## src/rtl/counter_share_arbiter_pkg.sv

```systemverilog
// rtl/counter_share_arbiter_pkg.sv - shared state encodings and default sizes for the counter share arbiter
package counter_share_arbiter_pkg;

  localparam int NREQ_DEF = 4;
  localparam int CW_DEF   = 4;

  typedef enum logic [1:0] {
    ST_IDLE = 2'd0,
    ST_RUN  = 2'd1,
    ST_DONE = 2'd2
  } state_t;

endpackage

```

## src/rtl/counter_share_arbiter_if.sv

```systemverilog
// rtl/counter_share_arbiter_if.sv - requester/status bundle between requesters and the shared counter
interface counter_share_arbiter_if #(
  parameter int NREQ = 4,
  parameter int CW   = 4
);
  logic [NREQ-1:0]    req;
  logic [NREQ*CW-1:0] target;
  logic [NREQ-1:0]    gnt;
  logic               busy;
  logic [CW-1:0]      count;
  logic               done;
  logic [2:0]         done_id;
  logic               abort;

  modport master (
    output req, target,
    input  gnt, busy, count, done, done_id, abort
  );

  modport slave (
    input  req, target,
    output gnt, busy, count, done, done_id, abort
  );
endinterface

```

## src/rtl/counter_share_arbiter_rr_arbiter.sv

```systemverilog
// rtl/counter_share_arbiter_rr_arbiter.sv - combinational round-robin pick: first set request at or above ptr
module rr_arbiter #(
  parameter int NREQ = 4,
  parameter int IW   = 2
) (
  input  logic [NREQ-1:0] i_req,
  input  logic [IW-1:0]   i_ptr,
  output logic [NREQ-1:0] o_sel,
  output logic [IW-1:0]   o_idx,
  output logic            o_valid
);

  always_comb begin
    o_sel   = '0;
    o_idx   = '0;
    o_valid = 1'b0;
    for (int i = 0; i < NREQ; i++) begin
      if (!o_valid && i_req[(int'(i_ptr) + i) % NREQ]) begin
        o_valid = 1'b1;
        o_idx   = IW'((int'(i_ptr) + i) % NREQ);
        o_sel[(int'(i_ptr) + i) % NREQ] = 1'b1;
      end
    end
  end

endmodule

```

## src/rtl/counter_share_arbiter.sv

```systemverilog
// rtl/counter_share_arbiter.sv - lends one up-counter to NREQ requesters in turn; counts each owner to its target
module counter_share_arbiter
  import counter_share_arbiter_pkg::*;
#(
  parameter int NREQ = NREQ_DEF,
  parameter int CW   = CW_DEF
) (
  input  logic                  clock,
  input  logic                  clear,
  counter_share_arbiter_if.slave bus
);

  localparam int IW = $clog2(NREQ);

  state_t          r_state, w_state_nxt;
  logic [NREQ-1:0] r_gnt, w_gnt_nxt;
  logic [IW-1:0]   r_owner, w_owner_nxt;
  logic [CW-1:0]   r_tgt, w_tgt_nxt;
  logic [CW-1:0]   r_count, w_count_nxt;
  logic            r_done, w_done_nxt;
  logic [2:0]      r_done_id, w_done_id_nxt;
  logic            r_abort, w_abort_nxt;
  logic [IW-1:0]   r_ptr, w_ptr_nxt;

  logic [NREQ-1:0] w_arb_sel;
  logic [IW-1:0]   w_arb_idx;
  logic            w_arb_valid;
  logic [IW-1:0]   w_owner_inc;

  rr_arbiter #(.NREQ(NREQ), .IW(IW)) u_rr_arbiter (
    .i_req   (bus.req),
    .i_ptr   (r_ptr),
    .o_sel   (w_arb_sel),
    .o_idx   (w_arb_idx),
    .o_valid (w_arb_valid)
  );

  // The finishing owner drops to lowest priority on the next arbitration
  assign w_owner_inc = (r_owner == IW'(NREQ - 1)) ? '0 : r_owner + IW'(1);

  always_ff @(posedge clock or negedge clear) begin
    if (!clear) begin
      r_state   <= ST_IDLE;
      r_gnt     <= '0;
      r_owner   <= '0;
      r_tgt     <= '0;
      r_count   <= '0;
      r_done    <= 1'b0;
      r_done_id <= '0;
      r_abort   <= 1'b0;
      r_ptr     <= '0;
    end else begin
      r_state   <= w_state_nxt;
      r_gnt     <= w_gnt_nxt;
      r_owner   <= w_owner_nxt;
      r_tgt     <= w_tgt_nxt;
      r_count   <= w_count_nxt;
      r_done    <= w_done_nxt;
      r_done_id <= w_done_id_nxt;
      r_abort   <= w_abort_nxt;
      r_ptr     <= w_ptr_nxt;
    end
  end

  always_comb begin
    w_state_nxt   = r_state;
    w_gnt_nxt     = r_gnt;
    w_owner_nxt   = r_owner;
    w_tgt_nxt     = r_tgt;
    w_count_nxt   = r_count;
    w_done_nxt    = 1'b0;
    w_done_id_nxt = r_done_id;
    w_abort_nxt   = 1'b0;
    w_ptr_nxt     = r_ptr;
    case (r_state)
      ST_IDLE: begin
        w_count_nxt = '0;
        if (w_arb_valid) begin
          w_gnt_nxt   = w_arb_sel;
          w_owner_nxt = w_arb_idx;
          w_tgt_nxt   = bus.target[int'(w_arb_idx)*CW +: CW];
          w_state_nxt = ST_RUN;
        end
      end
      ST_RUN: begin
        // Abandon is checked first so a drop on the terminal cycle aborts rather than completes
        if (!bus.req[r_owner]) begin
          w_abort_nxt = 1'b1;
          w_gnt_nxt   = '0;
          w_ptr_nxt   = w_owner_inc;
          w_count_nxt = '0;
          w_state_nxt = ST_IDLE;
        end else if (r_count == r_tgt) begin
          w_done_nxt    = 1'b1;
          w_done_id_nxt = 3'(r_owner);
          w_gnt_nxt     = '0;
          w_state_nxt   = ST_DONE;
        end else begin
          w_count_nxt = r_count + CW'(1);
        end
      end
      ST_DONE: begin
        w_ptr_nxt   = w_owner_inc;
        w_count_nxt = '0;
        w_state_nxt = ST_IDLE;
      end
      default: begin
        w_gnt_nxt   = '0;
        w_count_nxt = '0;
        w_state_nxt = ST_IDLE;
      end
    endcase
  end

  assign bus.gnt     = r_gnt;
  assign bus.busy    = (r_state != ST_IDLE);
  assign bus.count   = r_count;
  assign bus.done    = r_done;
  assign bus.done_id = r_done_id;
  assign bus.abort   = r_abort;

endmodule
```

## src/flat_wrapper.sv

```systemverilog
// flat-port wrapper written by rule: the top's interface ports become plain ports
module counter_share_arbiter_flat import counter_share_arbiter_pkg::*;
#(
  parameter int NREQ = NREQ_DEF,
  parameter int CW   = CW_DEF
)
  (clock, clear, bus_req, bus_target, bus_gnt, bus_busy, bus_count, bus_done, bus_done_id, bus_abort);
  counter_share_arbiter_if #(.NREQ(NREQ), .CW(CW)) bus_i ();
  input  logic clock;
  input  logic clear;
  input wire logic [$bits(bus_i.req)-1:0] bus_req;
  input wire logic [$bits(bus_i.target)-1:0] bus_target;
  output wire logic [$bits(bus_i.gnt)-1:0] bus_gnt;
  output wire logic [$bits(bus_i.busy)-1:0] bus_busy;
  output wire logic [$bits(bus_i.count)-1:0] bus_count;
  output wire logic [$bits(bus_i.done)-1:0] bus_done;
  output wire logic [$bits(bus_i.done_id)-1:0] bus_done_id;
  output wire logic [$bits(bus_i.abort)-1:0] bus_abort;
  assign bus_i.req = bus_req;
  assign bus_i.target = bus_target;
  assign bus_gnt = bus_i.gnt;
  assign bus_busy = bus_i.busy;
  assign bus_count = bus_i.count;
  assign bus_done = bus_i.done;
  assign bus_done_id = bus_i.done_id;
  assign bus_abort = bus_i.abort;
  counter_share_arbiter #(.NREQ(NREQ), .CW(CW)) u_core (.clock(clock), .clear(clear), .bus(bus_i));
endmodule
```

## config.mk

```make
export PLATFORM = sky130hd
export DESIGN_NAME = counter_share_arbiter_flat
export DESIGN_NICKNAME = d
export VERILOG_FILES = /design/src/rtl/counter_share_arbiter_pkg.sv /design/src/rtl/counter_share_arbiter_if.sv /design/src/rtl/counter_share_arbiter_rr_arbiter.sv /design/src/rtl/counter_share_arbiter.sv /design/src/flat_wrapper.sv
export SDC_FILE = /design/constraint.sdc
export NUM_CORES = 1
export LEC_CHECK = 0
export CORE_ASPECT_RATIO = 1.25
export CORE_MARGIN = 1.5
export CORE_UTILIZATION = 46
export CTS_CLUSTER_SIZE = 28
export DETAILED_ROUTE_END_ITERATION = 7
export PLACE_DENSITY = 0.85
export SLEW_MARGIN = 20
export SYNTH_ARGS = -nofsm -noshare
export SYNTH_HDL_FRONTEND = slang
export SYNTH_SLANG_ARGS = --single-unit
```

## constraint.sdc

```tcl
create_clock -name clock -period 2.72 [get_ports clock]
set_input_delay 0.272 -clock clock [delete_from_list [all_inputs] [get_ports clock]]
set_output_delay 0.272 -clock clock [all_outputs]
set_load 0.01 [all_outputs]
```

== Yosys cells after proc, flatten, opt, wreduce, memory -nomap -nowiden ==
Index checks and enable logic that the tools add are counted.

* Output and inout port bits: 14
* Bits in registers: 22

* Shift-type cells: 1
* Equal/unequal tests: 8
* Reduce and logical (&&, ||, !) cells: 21
* Add/subtract/negate cells: 5
* Multiplexer cells: 52
* $lt $le $gt $ge: 9
* Bitwise gates (word level): 7

{| class="wikitable"
|+ Operators by type and width
! kind !! count
|-
| $mux W4 || 10
|-
| $mux W1 || 21
|-
| $mux W2 || 9
|-
| $shiftx A16 B5 Y4 || 1
|-
| $lt A3 B4 Y1 const B || 3
|-
| $or A4 B4 Y4 || 3
|-
| $pmux W4 S3 || 1
|-
| $bmux W1 S2 || 5
|-
| $ge A3 B1 Y1 const B || 3
|-
| $demux W1 S2 || 4
|-
| $pmux W2 S2 || 2
|-
| $logic_and A1 B1 Y1 || 7
|-
| $lt A2 B3 Y1 const B || 2
|-
| $ne A3 B3 Y1 const B || 2
|-
| $reduce_and A2 Y1 || 3
|-
| $reduce_and A3 Y1 || 2
|-
| $reduce_or A2 Y1 || 3
|-
| $add A2 B1 Y2 const B || 2
|-
| $add A2 B2 Y2 const B || 2
|-
| $add A4 B1 Y4 const B || 1
|-
| $eq A2 B2 Y1 const B || 2
|-
| $eq A4 B4 Y1 || 1
|-
| $ne A2 B2 Y1 const B || 2
|-
| $reduce_bool A2 Y1 || 2
|-
| other kinds (6) || 10
|}

== Depth between registers and ports, before layout ==
Gate-level depths: netlist of run 1.

* Depth in word-level cells: 16
* Depth in mapped cells: 10

== Modules after synthesis ==
From an unflattened synthesis of run 1, not the netlist that was laid out.

* Cell total of the unflattened synthesis: 140
* Area, all modules: 1,597.8 um^2

{| class="wikitable"
|+ By module, submodules not included
! module !! cells an instance !! seq. area each (um^2) !! times used !! area each (um^2)
|-
| counter_share_arbiter || 95 || 550.5 || 1 || 1,178.6
|-
| rr_arbiter || 45 || 0.0 || 1 || 419.2
|}

== Worst setup path after synthesis of run 1 ==
OpenSTA, ideal clock, no wires.

* Path type: register to register
* Start: register u_core.r_ptr[0]
* End: register u_core.r_tgt[0]
* Path slack: 0.024 ns
* Setup time: 0.087 ns
* Stages on the path, launching flop included: 10
* Arrival time: 2.609 ns
* Buffers on the path: 1
* Clock period less this slack: 2.696 ns
* Cells stage by stage: dfrtp_1 buf_6 inv_1 ha_1 mux4_2 nor2b_4 o21a_4 nor3_1 a2111o_1 o211ai_1

* Longest elaborated chain between the ends: 13
* Elaborated cells on any way between the ends: 30

{| class="wikitable"
|+ RTL lines
! item !! line !! text
|-
| from (decl) || counter_share_arbiter.sv:23 || <nowiki>logic [IW-1:0] r_ptr, w_ptr_nxt;</nowiki>
|-
| from (signal assigned) || counter_share_arbiter.sv:61 || <nowiki>r_ptr <= w_ptr_nxt;</nowiki>
|-
| $add A2 B1 Y2 / $bmux W1 S2 (equally long branches) || counter_share_arbiter_rr_arbiter.sv:18, counter_share_arbiter_rr_arbiter.sv:20 ||
|-
| $bmux W1 S2 / $mux W1 (equally long branches) || counter_share_arbiter_rr_arbiter.sv:18 || <nowiki>if (!o_valid && i_req[(int'(i_ptr) + i) % NREQ]) begin</nowiki>
|-
| $mux W1 (not written as such) || counter_share_arbiter_rr_arbiter.sv:18 ||
|-
| $mux W1 (not written as such) / $logic_not A1 Y1 (equally long branches) || counter_share_arbiter_rr_arbiter.sv:18 ||
|-
| $logic_and A1 B1 Y1 || counter_share_arbiter_rr_arbiter.sv:18 ||
|-
| $mux W1 || counter_share_arbiter_rr_arbiter.sv:18 ||
|-
| $logic_not A1 Y1 || counter_share_arbiter_rr_arbiter.sv:18 ||
|-
| $logic_and A1 B1 Y1 || counter_share_arbiter_rr_arbiter.sv:18 ||
|-
| $mux W1 || counter_share_arbiter_rr_arbiter.sv:18 ||
|-
| $logic_not A1 Y1 || counter_share_arbiter_rr_arbiter.sv:18 ||
|-
| $logic_and A1 B1 Y1 || counter_share_arbiter_rr_arbiter.sv:18 ||
|-
| $mux W2 / $mux W1 (equally long branches) || counter_share_arbiter_rr_arbiter.sv:18 ||
|-
| $shiftx A16 B5 Y4 / $reduce_and A2 Y1 (equally long branches) || -- ||
|-
| to (signal assigned) || counter_share_arbiter.sv:56 || <nowiki>r_tgt <= w_tgt_nxt;</nowiki>
|-
| to (decl) || counter_share_arbiter.sv:18 || <nowiki>logic [CW-1:0] r_tgt, w_tgt_nxt;</nowiki>
|}

Several ways; a longest one is shown, not always the timed one. The select of a mux whose other input is x is not followed.
A chain may end at the register's enable or synchronous reset.

== Worst setup path in the final report of run 1 ==
* Start: register u_core.r_ptr[0]
* End: register u_core.r_tgt[1]

Same word-level chain as after synthesis.

==> results of run 1 <==
==> layer usage <==
layer  up-vias  track usage [%]  part of all wire [%]
li1        753                -                     -
met1       713             29.6                    48
met2        34             32.8                    48
met3         2            0.542                   2.8
met4         0             5.43                  0.88
met5         -                0                     0
==> power breakdown <==
part	switching [mW]	leakage, nW	internal, mW
Sequential	0.101	0.284	0.453
Clock	0.0952	0.0216	0.0985
Combinational	0.848	0.597	0.758
==> sequential cells by signal, summed over array words and instances (netlist names) <==
register	cells
u_core.bus.done	1
u_core.bus.done_id	2
u_core.bus.gnt	4
u_core.r_ptr	2
u_core.r_tgt	4
u_core.r_owner	2
u_core.bus.count	4
u_core.bus.abort	1
u_core.r_state	2
==> kinds of logic after synthesis <==
family                   Yosys count
other                              1
multiplexers                      19
flip-flops                        22
XOR/XNOR                           7
AO/OA/AOI/OAI                     44
adder cells (fa/ha/maj)            9
AND/OR/NAND/NOR                   67
buffers and inverters             13
==> synth_stat cells, types with 2 or more instances <==
cell type / instances
sky130_fd_sc_hd__or3_2: 3
sky130_fd_sc_hd__dfrtp_1: 22
sky130_fd_sc_hd__nor3b_1: 3
sky130_fd_sc_hd__inv_1: 3
sky130_fd_sc_hd__xor2_1: 2
sky130_fd_sc_hd__a2111o_1: 3
sky130_fd_sc_hd__o21ai_0: 14
sky130_fd_sc_hd__mux2_2: 3
sky130_fd_sc_hd__ha_1: 9
sky130_fd_sc_hd__mux4_2: 3
sky130_fd_sc_hd__xnor2_1: 5
sky130_fd_sc_hd__nor3_1: 6
sky130_fd_sc_hd__nor2_1: 17
sky130_fd_sc_hd__nand2_1: 21
sky130_fd_sc_hd__a22oi_1: 4
sky130_fd_sc_hd__a21oi_1: 5
sky130_fd_sc_hd__a221oi_1: 4
sky130_fd_sc_hd__a211oi_1: 2
sky130_fd_sc_hd__nand4_1: 2
sky130_fd_sc_hd__nand4b_1: 4
sky130_fd_sc_hd__o211ai_1: 3
sky130_fd_sc_hd__and2_1: 2
sky130_fd_sc_hd__buf_6: 5
sky130_fd_sc_hd__buf_4: 3
sky130_fd_sc_hd__mux2i_1: 12
==> stage by stage <==
step | utilization, % | area [sq um] | hold WS, ns
final | 61.1 | 2160 | 0.486
after detailed placement | 59.9 | 2120 | 0.472
after floorplan | - | 1730 | -0.0236
after CTS | 61.1 | 2160 | 0.487
after global placement | 59.9 | 2120 | 0.467
after global routing | 61.1 | 2160 | 0.504
==> worst max-delay path, cell delays in order (launching register included) <==
cell	delay, ns
sky130_fd_sc_hd__dfrtp_1	0.36
sky130_fd_sc_hd__inv_1	0.06
sky130_fd_sc_hd__ha_1	0.33
sky130_fd_sc_hd__buf_4	0.17
sky130_fd_sc_hd__nor3b_1	0.28
sky130_fd_sc_hd__a21oi_1	0.10
sky130_fd_sc_hd__and3_1	0.27
sky130_fd_sc_hd__or3_2	0.47
sky130_fd_sc_hd__nand4b_1	0.13
sky130_fd_sc_hd__o211ai_1	0.11
==> cells in the final DEF, fill, tap and decap left out, types with 2 or more instances in the layout <==
| cell | count |
|---|---|
| sky130_fd_sc_hd__clkdlybuf4s50_1 | 34 |
| sky130_fd_sc_hd__dfrtp_1 | 22 |
| sky130_fd_sc_hd__nand2_1 | 21 |
| sky130_fd_sc_hd__nor2_1 | 17 |
| sky130_fd_sc_hd__o21ai_0 | 14 |
| sky130_fd_sc_hd__mux2i_1 | 12 |
| sky130_fd_sc_hd__buf_4 | 12 |
| sky130_fd_sc_hd__ha_1 | 9 |
| sky130_fd_sc_hd__nor3_1 | 6 |
| sky130_fd_sc_hd__xnor2_1 | 5 |
| sky130_fd_sc_hd__a21oi_1 | 5 |
| sky130_fd_sc_hd__nand4b_1 | 4 |
| sky130_fd_sc_hd__a22oi_1 | 4 |
| sky130_fd_sc_hd__a221oi_1 | 4 |
| sky130_fd_sc_hd__inv_1 | 3 |
| sky130_fd_sc_hd__mux4_2 | 3 |
| sky130_fd_sc_hd__nor3b_1 | 3 |
| sky130_fd_sc_hd__mux2_2 | 3 |
| sky130_fd_sc_hd__a2111o_1 | 3 |
| sky130_fd_sc_hd__or3_2 | 3 |
| sky130_fd_sc_hd__o211ai_1 | 3 |
| sky130_fd_sc_hd__clkbuf_8 | 3 |
| sky130_fd_sc_hd__nand4_1 | 2 |
| sky130_fd_sc_hd__a211oi_1 | 2 |
| sky130_fd_sc_hd__xor2_1 | 2 |
| sky130_fd_sc_hd__and2_1 | 2 |
==> worst max path at each step <==
stage | end | cells past startpoint
4_1_cts | u_core.r_tgt[1] | 9
3_5_place_dp | u_core.r_tgt[1] | 7
5_1_grt | u_core.r_tgt[1] | 9
2_1_floorplan | u_core.r_tgt[0] | 9
6_report | u_core.r_tgt[1] | 9
3_3_place_gp | u_core.r_tgt[2] | 8
==> layout make-up <==
cell class / instances / area (sq um)
fillers: 307 / 1380
multi-input cells: 147 / 1080
flip-flops and latches: 22 / 551
repair buffers: 46 / 430
well taps: 39 / 48.8
clock buffers: 3 / 41.3
inverters: 3 / 11.3
==> Flow_metrics.wiki, run 1 <==
{| class="wikitable"
! Metric !! Value
|-
| Outcome || finished with violations
|-
| Failing checks || design-rule violations
|-
| Die X || 57.9 um
|-
| Fraction of synthesized area in multiplexers || 13.6%
|-
| Post-Place Setup Slack || 0.185 ns
|-
| RSZ-0062 raised after global routing || false
|-
| H-tree depth reported by CTS || 1
|-
| CTS sink cnt || 22
|-
| Number of instances on the worst hold path || 2
|-
| Number of I/O pins || 36
|-
| Vertical die dimension || 71.6 um
|-
| Compound-gate portion of the synthesized area || 18.2%
|-
| Number of nets in the synthesized netlist || 213
|-
| Top fanout value on the critical path || 8
|-
| Worst hold-check path type || flop to flop
|-
| Cell types with the largest area share after synthesis || sky130_fd_sc_hd__dfrtp_1 (32%), sky130_fd_sc_hd__mux2i_1 (6.9%), sky130_fd_sc_hd__ha_1 (6.5%)
|-
| Clock edge transition at the registers on the reported setup and hold paths || 0.07 ns
|-
| Peak supply drop || 0.703 mV
|-
| Adder-cell share of the synthesized area || 6.50%
|-
| Setup tns final || 0 ns
|-
| Vias post-DR || 1502
|-
| Reg2Reg Depth || 9
|-
| Hold violation count in the final report || 0
|-
| Final Skew || 0.00224 ns
|-
| Worst slew margin relative to its limit || 35.5%
|-
| Post-DRT Antenna Nets || 0
|-
| Share of Yosys cell area claimed by the top area cell type || 31.8%
|-
| Startpoint type of the worst setup path || flop
|-
| Starting density of the core || 48.9%
|-
| Slew at the pin closest to its max-slew limit || 0.965 ns
|-
| Synthesized instance count || 182
|-
| Total of endpoints with negative setup slack in the final report || 0
|-
| Register-to-register setup slack || 0.31 ns
|-
| XOR/XNOR Fraction of Synth Area || 3.54%
|-
| Data arrival time of the critical path || 2.53 ns
|-
| First-pass GRT wire length || 6710 um
|-
| Critical path capture point type || flop
|-
| Aggregate routed wire length || 3770 um
|-
| Dominant combinational cell family by area after synthesis || simple AND/OR/NAND/NOR gates
|-
| Number of synthesized flops with an enable pin || 0
|-
| Fraction of final layout cells sized beyond drive strength 1 || 14.9%
|-
| DIE AREA || 4140 sq um
|-
| Area added between synthesis and finish || 25.0%
|-
| Sum of overflow across all layers after global routing || 0
|-
| Mean post-synth cell area || 9.51 sq um
|-
| Post-detailed-route wirelength per cell || 14.5 um
|-
| Achievable Freq || 415 MHz
|-
| Number of global-route vias before repair || 1428
|-
| Total power density per cell area || 1090 nW/um^2
|-
| Basic-gate share of the synthesized area counting and, or, nand and nor cells || 20.4%
|-
| Ratio of routed vias to standard cells || 5.78
|-
| Data required time at the worst endpoint || 2.85 ns
|-
| Row cnt || 24
|-
| Total of max-cap violations || 0
|-
| Post-route minimum period || 2.41 ns
|-
| Leakage power || 0.903 nW
|-
| Buffer depth of the longest clock path || 2
|-
| Crit. Startpoint || u_core.r_ptr[0]
|-
| Share of synthesized registers carrying an async set or reset || 100%
|-
| Count of hold-fix buffers inserted at cts || 0
|-
| Nets@finish || 254
|-
| Clock latency at the later pin of the worst-skew pair || 0.25 ns
|-
| Post-route DRC || 8
|-
| TritonCTS clock tree || done
|-
| Non-filler instance count after layout || 260
|-
| Area of the core || 3540 sq um
|-
| Weighted congestion at the end of routability-driven global placement || 0.896
|-
| End point of the most critical hold path || u_core.bus.gnt[3]
|-
| Count of different cell masters after synthesis || 47
|-
| PnR Total Power || 2.35 mW
|-
| Total iterations of the first detailed-routing run || 6
|-
| Inserted Clock Buffers || 3
|-
| Final worst-path cycle share || 88.5%
|-
| Kind of critical path || flop to flop
|-
| Cells resized by post-CTS repair || 0
|-
| Worst hold path startpoint || u_core.bus.gnt[3]
|-
| Final Max Slew Viols || 0
|-
| Most frequently used flop master after synthesis || sky130_fd_sc_hd__dfrtp_1
|-
| Drt initial violations || 51
|-
| Antenna violations before repair || 0
|-
| Final setup margin || 0.313 ns
|-
| Post-CTS setup buffers || 0
|-
| Total inserted antenna cells || 0
|-
| Synthesis-stage register bit count || 22
|-
| Ys Warns || 0
|-
| Worst r2r dst || u_core.r_tgt[1]
|-
| GRT Resource Usage Total || 20.2%
|-
| Proportion of synthesized chip area in sequential cells || 31.8%
|-
| Biggest area consumer among synthesized cells || sky130_fd_sc_hd__dfrtp_1
|-
| Cell area after technology mapping || 1730 sq um
|-
| Launch instance of the worst register-to-register path || u_core.r_ptr[0]
|-
| Port-buffer cells || 34
|-
| Detail Placement HPWL || 2870 um
|-
| Clock root buffer || sky130_fd_sc_hd__clkbuf_8
|-
| Placed cell count || 257
|-
| Maximum number of pins on one net before global-route repair || 23
|}
Power figures use the tool's default switching activity.
==> run 2: changes to the inputs <==
- CORE_MARGIN: 1.5 -> 2
- SETUP_SLACK_MARGIN: unset -> 0.3
- SKIP_LAST_GASP: unset -> 1
==> Flow_metrics.wiki, run 2 (synthesis results as in run 1) <==
{| class="wikitable"
! Metric !! Value
|-
| Outcome || finished with violations
|-
| Failing checks || design-rule violations
|-
| Final setup margin || 0.294 ns
|-
| Critical path capture point type || flop
|-
| Clock latency at the later pin of the worst-skew pair || 0.26 ns
|-
| Total power density per cell area || 1160 nW/um^2
|-
| Die X || 58.9 um
|-
| Internal portion of total power || 1.52 mW
|-
| H-tree depth reported by CTS || 1
|-
| Post-detailed-route wirelength per cell || 15.7 um
|-
| GRT Resource Usage Total || 20.4%
|-
| Setup tns final || 0 ns
|-
| Fraction of power spent switching nets || 42.7%
|-
| Drt initial violations || 67
|-
| CTS sink cnt || 22
|-
| Fraction of the core area covered by cells at the end of the flow || 64.8%
|-
| Total iterations of the first detailed-routing run || 6
|-
| Clock edge transition at the registers on the reported setup and hold paths || 0.08 ns
|-
| Met3 capacity usage during global routing || 1.06%
|-
| Top fanout value on the critical path || 5
|-
| Final Skew || 0.00603 ns
|-
| Nets@finish || 259
|-
| Total of max-cap violations || 0
|-
| Number of I/O pins || 36
|-
| Sum of overflow across all layers after global routing || 0
|-
| Leakage power || 0.947 nW
|-
| Power share of the sequential group || 21.0%
|-
| Row cnt || 24
|-
| Number of global-route vias before repair || 1438
|-
| Post-Place Setup Slack || 0.187 ns
|-
| Clock power share || 11.3%
|-
| DIE AREA || 4270 sq um
|-
| Comb power frac || 67.7%
|-
| Post-DRT Antenna Nets || 0
|-
| Inserted Clock Buffers || 3
|-
| Area added between synthesis and finish || 32.5%
|-
| Aggregate routed wire length || 4190 um
|-
| Maximum number of pins on one net before global-route repair || 25
|-
| Weighted congestion at the end of routability-driven global placement || 0.811
|-
| Post-route minimum period || 2.43 ns
|-
| Most frequent cells in the layout || sky130_fd_sc_hd__clkdlybuf4s50_1 (34), sky130_fd_sc_hd__nand2_1 (21), sky130_fd_sc_hd__dfrtp_1 (21), sky130_fd_sc_hd__nor2_1 (17), sky130_fd_sc_hd__buf_4 (15)
|-
| Area of the core || 3540 sq um
|-
| Final worst-path cycle share || 89.2%
|-
| Buffer depth of the longest clock path || 2
|-
| Kind of critical path || flop to flop
|-
| Port-buffer cells || 34
|-
| Area of all placed cells without fillers || 2290 sq um
|-
| Total of endpoints with negative setup slack in the final report || 0
|-
| Commonest non-fill, non-tap cell in the layout || sky130_fd_sc_hd__clkdlybuf4s50_1
|-
| Global-route layer with the greatest usage || met2
|-
| Hold Slack || 0.357 ns
|-
| Vias post-DR || 1596
|-
| Peak supply drop || 0.759 mV
|-
| RSZ-0062 raised after global routing || true
|-
| Startpoint type of the worst setup path || flop
|-
| M1 GR Usage || 28.6%
|-
| Detail Placement HPWL || 2930 um
|-
| Achievable Freq || 412 MHz
|-
| Data required time at the worst endpoint || 2.90 ns
|-
| Antenna violations before repair || 0
|-
| Post-place instance area || 2130 sq um
|-
| Ratio of routed vias to standard cells || 6.00
|-
| Fraction of final layout cells sized beyond drive strength 1 || 20.3%
|-
| Worst hold-check path type || input pin to async pin
|-
| First-pass GRT wire length || 6880 um
|-
| Hold violation count in the final report || 0
|-
| Routing usage on met2 || 33.2%
|-
| Final Max Slew Viols || 0
|-
| Total inserted antenna cells || 0
|-
| Post-route DRC || 2
|-
| Clock root buffer || sky130_fd_sc_hd__clkbuf_8
|-
| Data arrival time of the critical path || 2.61 ns
|-
| Starting density of the core || 48.9%
|-
| Vertical die dimension || 72.6 um
|-
| Sw power || 1.13 mW
|-
| TritonCTS clock tree || done
|}
## run 2: path summary, 6_finish.rpt
kind | from | end | slack [ns] | cells past startpoint
setup / recovery | u_core.r_ptr[0] | u_core.r_tgt[0] | 0.29 | 8
hold / removal | clear | u_core.r_state[0] | 0.36 | 2
setup reg to reg | u_core.r_ptr[0] | u_core.r_tgt[0] | 0.29 | 8
hold reg to reg | u_core.bus.gnt[3] | u_core.bus.gnt[3] | 0.49 | 2
max in group asynchronous | clear | u_core.r_ptr[0] | 2.12 | 2
min in group clock | u_core.bus.gnt[3] | u_core.bus.gnt[3] | 0.49 | 2
## run 2: area by class of cell
| class | count | area [sq um] |
|---|---|---|
| inverter | 3 | 15.0 |
| multi-input combinational | 148 | 1130 |
| clock inverter | 1 | 30.0 |
| sequential | 22 | 552 |
| tap | 39 | 48.8 |
| clock buffer | 3 | 41.3 |
| timing repair buffer | 50 | 473 |
| fill | 282 | 1250 |
## run 2: repair_timing
| item | CTS | global route |
|---|---|---|
| gates resized for setup | 3 | 7 |
| buffers inserted | 2 | 3 |
| hold buffers | 0 | 0 |
| setup endpoints to repair | 4 | 8 |
| gates cloned | 0 | 1 |
| pin swaps | 0 | 5 |
## run 2: through the flow
| stage | instances | power (mW) |
|---|---|---|
| final | 266 | 2.66 |
| after global routing | 266 | 2.87 |
| after CTS | 262 | 2.53 |
| after detailed placement | 256 | 2.15 |
| after global placement | 256 | 2.09 |
| after floorplan | 182 | 1.73 |
## run 2: metal layers
metal  vias to the layer above  wire length, um  share of wire [%]
met2                        47             2190                 52
met5                         -                0                  0
met4                         0               57                1.4
met3                         4              132                3.2
li1                        763                -                  -
met1                       782             1810                 43
## run 2: power groups by stage
| stage | registers, mW | logic (mW) | clock network [mW] |
|---|---|---|---|
| floorplan | 0.582 | 1.15 | 0 |
| global placement | 0.553 | 1.54 | 0 |
| detailed placement | 0.559 | 1.59 | 0 |
| CTS | 0.555 | 1.67 | 0.306 |
| global route | 0.575 | 1.97 | 0.324 |
| finish | 0.558 | 1.80 | 0.301 |
## run 2: critical path, cell delays in order (launching register included)
cell                         delay (ns)
sky130_fd_sc_hd__dfrtp_2           0.43
sky130_fd_sc_hd__clkinvlp_4        0.13
sky130_fd_sc_hd__ha_4              0.30
sky130_fd_sc_hd__mux4_2            0.60
sky130_fd_sc_hd__nor2b_4           0.18
sky130_fd_sc_hd__o21a_4            0.17
sky130_fd_sc_hd__nor3_2            0.04
sky130_fd_sc_hd__a2111o_1          0.34
sky130_fd_sc_hd__o211ai_1          0.17
